File: config.mk
export PLATFORM = sky130hd
export DESIGN_NAME = panda_if_stage
export DESIGN_NICKNAME = d
export VERILOG_FILES = /design/src/rtl/panda_pkg.sv /design/src/rtl/panda_if_stage.sv
export SDC_FILE = /design/constraint.sdc
export NUM_CORES = 1
export LEC_CHECK = 0
export CORE_MARGIN = 1.5
export CORE_UTILIZATION = 30
export DETAILED_ROUTE_END_ITERATION = 10
export GPL_ROUTABILITY_DRIVEN = 0
export GPL_TIMING_DRIVEN = 0
export PLACE_DENSITY = 0.65
export SYNTH_ARGS = -nofsm -noshare
export SYNTH_HDL_FRONTEND = slang
export SYNTH_SLANG_ARGS = --single-unit
export TNS_END_PERCENT = 30
File: constraint.sdc
create_clock -name clk_i -period 2.2 [get_ports clk_i]
set_clock_uncertainty 0.1 [all_clocks]
set_input_delay 0.44 -clock clk_i [delete_from_list [all_inputs] [get_ports clk_i]]
set_output_delay 0.44 -clock clk_i [all_outputs]
set_load 0.01 [all_outputs]
File: src/rtl/panda_pkg.sv
// Shared types and constants for the Panda core front end.
package panda_pkg;

    typedef enum logic [1:0] {
        FETCH_IDLE        = 2'd0,
        FETCH_WAIT_GNT    = 2'd1,
        FETCH_WAIT_RVALID = 2'd2
    } fetch_state_e;

    localparam logic [31:0] INSTR_NOP = 32'h0000_0013;
    localparam logic [31:0] WORD_MASK = 32'hFFFF_FFFC;

endpackage

File: src/rtl/panda_if_stage.sv
// Panda instruction fetch stage: PC, single-outstanding fetch FSM and a
// one-entry output register towards decode, with redirect flush.
module panda_if_stage
    import panda_pkg::*;
#(
    parameter logic [31:0] BOOT_ADDR = 32'h0000_0000
) (
    input  logic        clk_i,
    input  logic        rst_ni,
    output logic        instr_req_o,
    output logic [31:0] instr_addr_o,
    input  logic        instr_gnt_i,
    input  logic        instr_rvalid_i,
    input  logic [31:0] instr_rdata_i,
    input  logic        pc_set_i,
    input  logic [31:0] pc_target_i,
    output logic        instr_valid_o,
    input  logic        id_ready_i,
    output logic [31:0] instr_o,
    output logic [31:0] pc_o,
    output logic [31:0] pc_inc_o
);

    fetch_state_e state_q;
    fetch_state_e state_d;
    logic [31:0]  pc_q;
    logic [31:0]  addr_q;
    logic         kill_q;

    logic slot_free;
    logic req;
    logic accept;
    logic resp;
    logic fill;

    always_comb begin
        slot_free = !instr_valid_o || id_ready_i;
        state_d   = state_q;
        req       = 1'b0;
        unique case (state_q)
            FETCH_IDLE: begin
                req = slot_free && !pc_set_i;
                if (req) begin
                    state_d = instr_gnt_i ? FETCH_WAIT_RVALID : FETCH_WAIT_GNT;
                end
            end
            FETCH_WAIT_GNT: begin
                req = 1'b1;
                if (instr_gnt_i) begin
                    state_d = FETCH_WAIT_RVALID;
                end
            end
            FETCH_WAIT_RVALID: begin
                if (instr_rvalid_i) begin
                    state_d = FETCH_IDLE;
                end
            end
            default: state_d = FETCH_IDLE;
        endcase

        accept = req && instr_gnt_i;
        resp   = (state_q == FETCH_WAIT_RVALID) && instr_rvalid_i;
        fill   = resp && !kill_q && !pc_set_i;
    end

    assign instr_req_o = req && rst_ni;
    // A held request keeps its captured address even after pc_q takes a redirect target.
    assign instr_addr_o = (state_q == FETCH_WAIT_GNT) ? addr_q : pc_q;
    assign pc_inc_o     = pc_o + 32'd4;

    always_ff @(posedge clk_i) begin
        if (!rst_ni) begin
            state_q       <= FETCH_IDLE;
            pc_q          <= BOOT_ADDR;
            addr_q        <= BOOT_ADDR;
            kill_q        <= 1'b0;
            instr_valid_o <= 1'b0;
            instr_o       <= INSTR_NOP;
            pc_o          <= BOOT_ADDR;
        end else begin
            state_q <= state_d;

            if (state_q == FETCH_IDLE && req) begin
                addr_q <= pc_q;
            end

            if (pc_set_i) begin
                pc_q <= pc_target_i & WORD_MASK;
            end else if (accept && !kill_q) begin
                pc_q <= pc_q + 32'd4;
            end

            if (resp) begin
                kill_q <= 1'b0;
            end else if (pc_set_i && state_q != FETCH_IDLE) begin
                kill_q <= 1'b1;
            end

            if (pc_set_i) begin
                instr_valid_o <= 1'b0;
            end else if (fill) begin
                instr_valid_o <= 1'b1;
                instr_o       <= instr_rdata_i;
                pc_o          <= addr_q;
            end else if (instr_valid_o && id_ready_i) begin
                instr_valid_o <= 1'b0;
            end
        end
    end

endmodule

* Word-level counts from Yosys, hierarchy flattened
Index checks and enable logic that the tools add are counted.
** Word-level totals
- Register bits after elaboration :: 132
- Latch bits :: 0
- RAM bits :: 0
- ROM bits :: 0
- Input bits :: 70
- Output and inout port bits :: 130
- Logic and storage cells :: 50
- Memories kept :: 0
** Cells by class
- Add/sub/neg operators :: 2
- Multiply operators :: 0
- Div/mod/pow operators :: 0
- $lt $le $gt $ge :: 0
- Equal/unequal tests :: 5
- Shift-type cells :: 0
- Muxes and demuxes :: 11
- Bitwise gates (word level) :: 2
- Reduce and logical (&&, ||, !) cells :: 22
** Operators by type and width (number)
- $mux 32 :: 3
- $add 32x3->32 const B :: 2
- $logic_and 1x1->1 :: 10
- $mux 2 :: 4
- $ne 2x2->1 const B :: 3
- $pmux 2 s3 :: 1
- $reduce_bool 2->1 :: 3
- $reduce_or 2->1 :: 2
- $logic_not 1->1 :: 3
- $reduce_and 3->1 :: 1
- $eq 2x1->1 const B :: 1
- $eq 2x2->1 const B :: 1
- $logic_not 2->1 :: 1
- $mux 1 :: 2
- $not 1->1 :: 2
- $pmux 1 s2 :: 1
- $reduce_and 2->1 :: 1
- $logic_or 1x1->1 :: 1

* Logic depth before layout (Yosys ltp)
Gate-level depths: netlist of the first run.
- Depth after elaboration :: 8
- Gate-level depth with buffers :: 8
- Mapped depth without buffers :: 6

* Worst setup path after synthesis of the first run
OpenSTA, ideal clock, no wires.
- Path kind :: reg-to-output
- Start point :: reg pc_o[4]
- End point :: out pc_inc_o[29]
- Arrival time :: 1.757 ns
- Data required time :: 1.660 ns
- Path slack :: -0.097 ns
- Stages on the path, launching flop included :: 6
- Path buffers :: 0
- Cells stage by stage :: dfxtp_1 -> nand4_1 -> nor4_2 -> nand4_1 -> nor3_1 -> xor2_1
** On the way
- Longest elaborated chain between the ends :: 1
** Ends and longest elaborated chain
- start, declared :: line panda_if_stage.sv:20 : output logic [31:0] pc_o,
- start signal, assigned :: line panda_if_stage.sv:104 : pc_o <= addr_q;
- $add 32x3->32 :: line panda_if_stage.sv:69 : assign pc_inc_o = pc_o + 32'd4;
- end, declared :: line panda_if_stage.sv:21 : output logic [31:0] pc_inc_o
No other way between the ends.

* Worst setup path in the final report of the first run
- Start point :: reg pc_o[16]
- End point :: out pc_inc_o[31]
Same word-level chain as after synthesis.

==> flow_metrics.env, run 1 <==
export IMPL_power_frac_clock=0.487
export IMPL_grt_pass1_wl_mm=30.4
export IMPL_worst_pin_slew_ps=678
export IMPL_htreeDepth=4
export IMPL_cts_sink_count=126
export IMPL_fp_dieH_um=144
export IMPL_die_w_um=144
export IMPL_ys_warn_count=0
export IMPL_outcome="finished with violations"
export IMPL_cts_hold_buf=0
export IMPL_slew_headroom=0.548
export IMPL_setup_viol=23
export IMPL_antenna_found_initial=0
export IMPL_fin_crit_ps=2640
export IMPL_clock_fmax_mhz=378
export IMPL_vias=6375
export IMPL_grt_use_total=0.190
export IMPL_die_area_mm2=0.0208
export IMPL_worstPathMaxFanout=7
export IMPL_place_area_mm2=0.00829
export IMPL_ys_top_cells_by_area="dfxtp_1 42%, nand2_1 18%, a21oi_1 9.1%"
export IMPL_vias_per_cell=4.70
export IMPL_ys_ff_latch=126
export IMPL_ant_nets=0
export IMPL_vdd_drop_max_mv=0.430
export IMPL_clk_pin_slew_ps=60
export IMPL_p_per_area_mw_per_mm2=649
export IMPL_startpoint="pc_o[16]"
export IMPL_routedWlPerCell_um=14.8
export IMPL_grt_max_degree=17
export IMPL_pwr_share_comb=0.113
export IMPL_initial_core_util=0.306
export IMPL_p_seq_frac=0.400
export IMPL_synth_cells=820
export IMPL_drtIter0Drc=369
export IMPL_dpl_cell_count=1281
export IMPL_async_reset_ff_frac=0
export IMPL_synth_edf_count=0
export IMPL_cts_buffer_depth=2
export IMPL_cts_made_buffers=17
export IMPL_grt_pass1_vias=5737
export IMPL_io_pins=200
export IMPL_core_mm2=0.0195
export IMPL_cts_root_buf="clkbuf_16"
export IMPL_fin_util=0.482
export IMPL_cts_tree="yes"
export IMPL_clk_latency_ps=410
export IMPL_start_kind="register"
export IMPL_arrival_ps=2100
export IMPL_synth_cell_types=46
export IMPL_drt_wl_total_mm=20.1
export IMPL_finalCritPeriodShare=1.20
export IMPL_ys_flop_type="dfxtp_1"
export IMPL_swShare=0.251
export IMPL_synth_area_leader_cell="dfxtp_1"
export IMPL_remaining_drc_errors=0
export IMPL_port_buffers=190
export IMPL_hold_violations=0
export IMPL_max_cap_viol_count=0
export IMPL_hold_path_startpoint="instr_gnt_i"
export IMPL_finalNetCount=1150
export IMPL_synthToLayoutAreaGrowth_pct=57.3
export IMPL_p_int_mw=4.57
export IMPL_place_ws_ps=-970
export IMPL_syn_avg_cell_area_um2=7.30
export IMPL_switchingPower_mw=1.53
export IMPL_synth_area_mm2=0.00598
export IMPL_worst_hold_path_type="input pin to register"
export IMPL_cp_required_ps=1660
export IMPL_total_power_mw=6.11
export IMPL_row_count=51
export IMPL_final_layout_size_suffix_gt1_frac=0.209
export IMPL_synth_common_cells="292 x nand2_1, 126 x dfxtp_1, 109 x a21oi_1"
export IMPL_p_leak_nw=3.59
export IMPL_drtPass1Iterations=5
export IMPL_cp_end_kind="primary output"
export IMPL_yosysMostFrequentCell="nand2_1"
export IMPL_ys_seq_area_frac=0.422
export IMPL_slew_violations=0
export IMPL_timing_rr_start="pc_q[5]"
export IMPL_grt_overflow=0
export IMPL_fin_area_mm2=0.00941
export IMPL_place_hpwl_mm=14.7
export IMPL_crit_type="register to primary output"
export IMPL_final_cells=1357
export IMPL_violations="setup timing"
export IMPL_rsz0062_at_grt="yes"
export IMPL_netlist_area_leader_share=0.422
export IMPL_fin_ws_ps=-445
-- worst paths after layout --
kind | slack (ps) | end | cells past startpoint
worst max register to register | 70 | pc_q[30] | 7
worst min-delay path | 290 | state_q[0] | 2
worst max-delay path | -440 | pc_inc_o[31] | 7
worst min register to register | 350 | instr_o[12] | 2
-- flip-flops by register name, indices dropped and copies added, names as in the netlist --
signal and count:
instr_valid_o 1, pc_o 30, pc_q 30, state_q 2, kill_q 1, addr_q 30
instr_o 32
-- routing by layer --
| layer | part of all wire | vias to the layer above | GRT usage |
|---|---|---|---|
| met4 | 0.025 | 0 | 0.0898 |
| met1 | 0.44 | 2880 | 0.247 |
| met5 | 0 | - | 0 |
| met3 | 0.050 | 27 | 0.0344 |
| met2 | 0.48 | 184 | 0.306 |
| li1 | - | 3284 | - |
-- cells in the final DEF (no fill, tap or decap), types with 4 or more instances in the layout --
cell type	synthesis	layout
nor4_1	9	8
nand4_1	14	14
xnor2_1	29	27
clkbuf_16	0	18
nor2_1	22	14
or4_1	9	9
nand2_2	1	5
xor2_1	15	15
dfxtp_1	126	106
conb_1	1	6
buf_2	4	48
and3_1	4	4
buf_6	3	15
a21oi_1	109	109
buf_4	6	39
dfxtp_4	0	11
nor2_4	0	5
o31ai_1	9	9
nand3_2	2	4
or3_1	4	4
inv_1	11	10
clkdlybuf4s50_1	0	132
clkbuf_2	2	17
and4_1	6	4
clkinvlp_4	0	4
a31oi_1	11	11
buf_8	0	4
clkbuf_1	42	24
nand3_1	23	19
dfxtp_2	0	9
nand2_1	292	287
clkdlybuf4s15_2	0	6
o21ai_0	34	32
bufinv_16	0	4
-- cell type report --
type / count / area (um^2)
inverter: 11 / 41.3
clock inverter: 14 / 191
antenna: 1 / 2.50
buffer: 58 / 377
clock buffer: 18 / 429
multi-input combinational: 629 / 3390
timing repair buffer: 235 / 2080
fill: 1928 / 10100
tap: 265 / 332
sequential: 126 / 2570
-- power groups by stage --
stage | clock network, mW | registers, mW | logic, mW
3_5_place_dp | 0 | 2.50 | 0.656
6_report | 2.98 | 2.44 | 0.690
4_1_cts | 3.01 | 2.45 | 0.671
3_3_place_gp | 0 | 2.50 | 0.651
2_1_floorplan | 0 | 2.48 | 0.313
5_1_grt | 3.11 | 2.45 | 0.751
-- repair_timing --
| item | CTS | global route |
|---|---|---|
| cloned | 0 | 0 |
| buffers inserted | 27 | 19 |
| endpoints found under the setup margin | 152 | 120 |
| pin swaps | 22 | 18 |
| gates resized for setup | 272 | 79 |
| hold endpoints to repair | 0 | 0 |
-- cell families after synthesis --
group	after synthesis	share of synthesized area
and+or+nand+nor	409	0.305
AOI/OAI and AO/OA	168	0.152
DFF	126	0.422
buffers and inverters	70	0.0527
xor gates and xnor gates	44	0.0644
adders and majority gates	2	0.00418
other	1	0.000627
-- stage by stage --
step	hold WS [ps]	TNS, ps
finish	291	-6660
global route	320	-10100
floorplan	338	-8.47
global placement	342	-117890
detailed placement	346	-89030
CTS	274	-8950
-- critical path, cell delays in order (launching register included) --
cell	delay [ps]
dfxtp_2	420
and4_2	290
and4_1	260
nand4_1	120
buf_6	170
nor2_4	140
xor2_1	140
buf_2	140
No activity file was read; power rests on OpenSTA's default activity.
==> run 2: changes to the inputs <==
- CTS_CLUSTER_SIZE: default -> 30
==> results of run 2 <==
The final DEF is identical to that of run 1; final timing and power are the same.
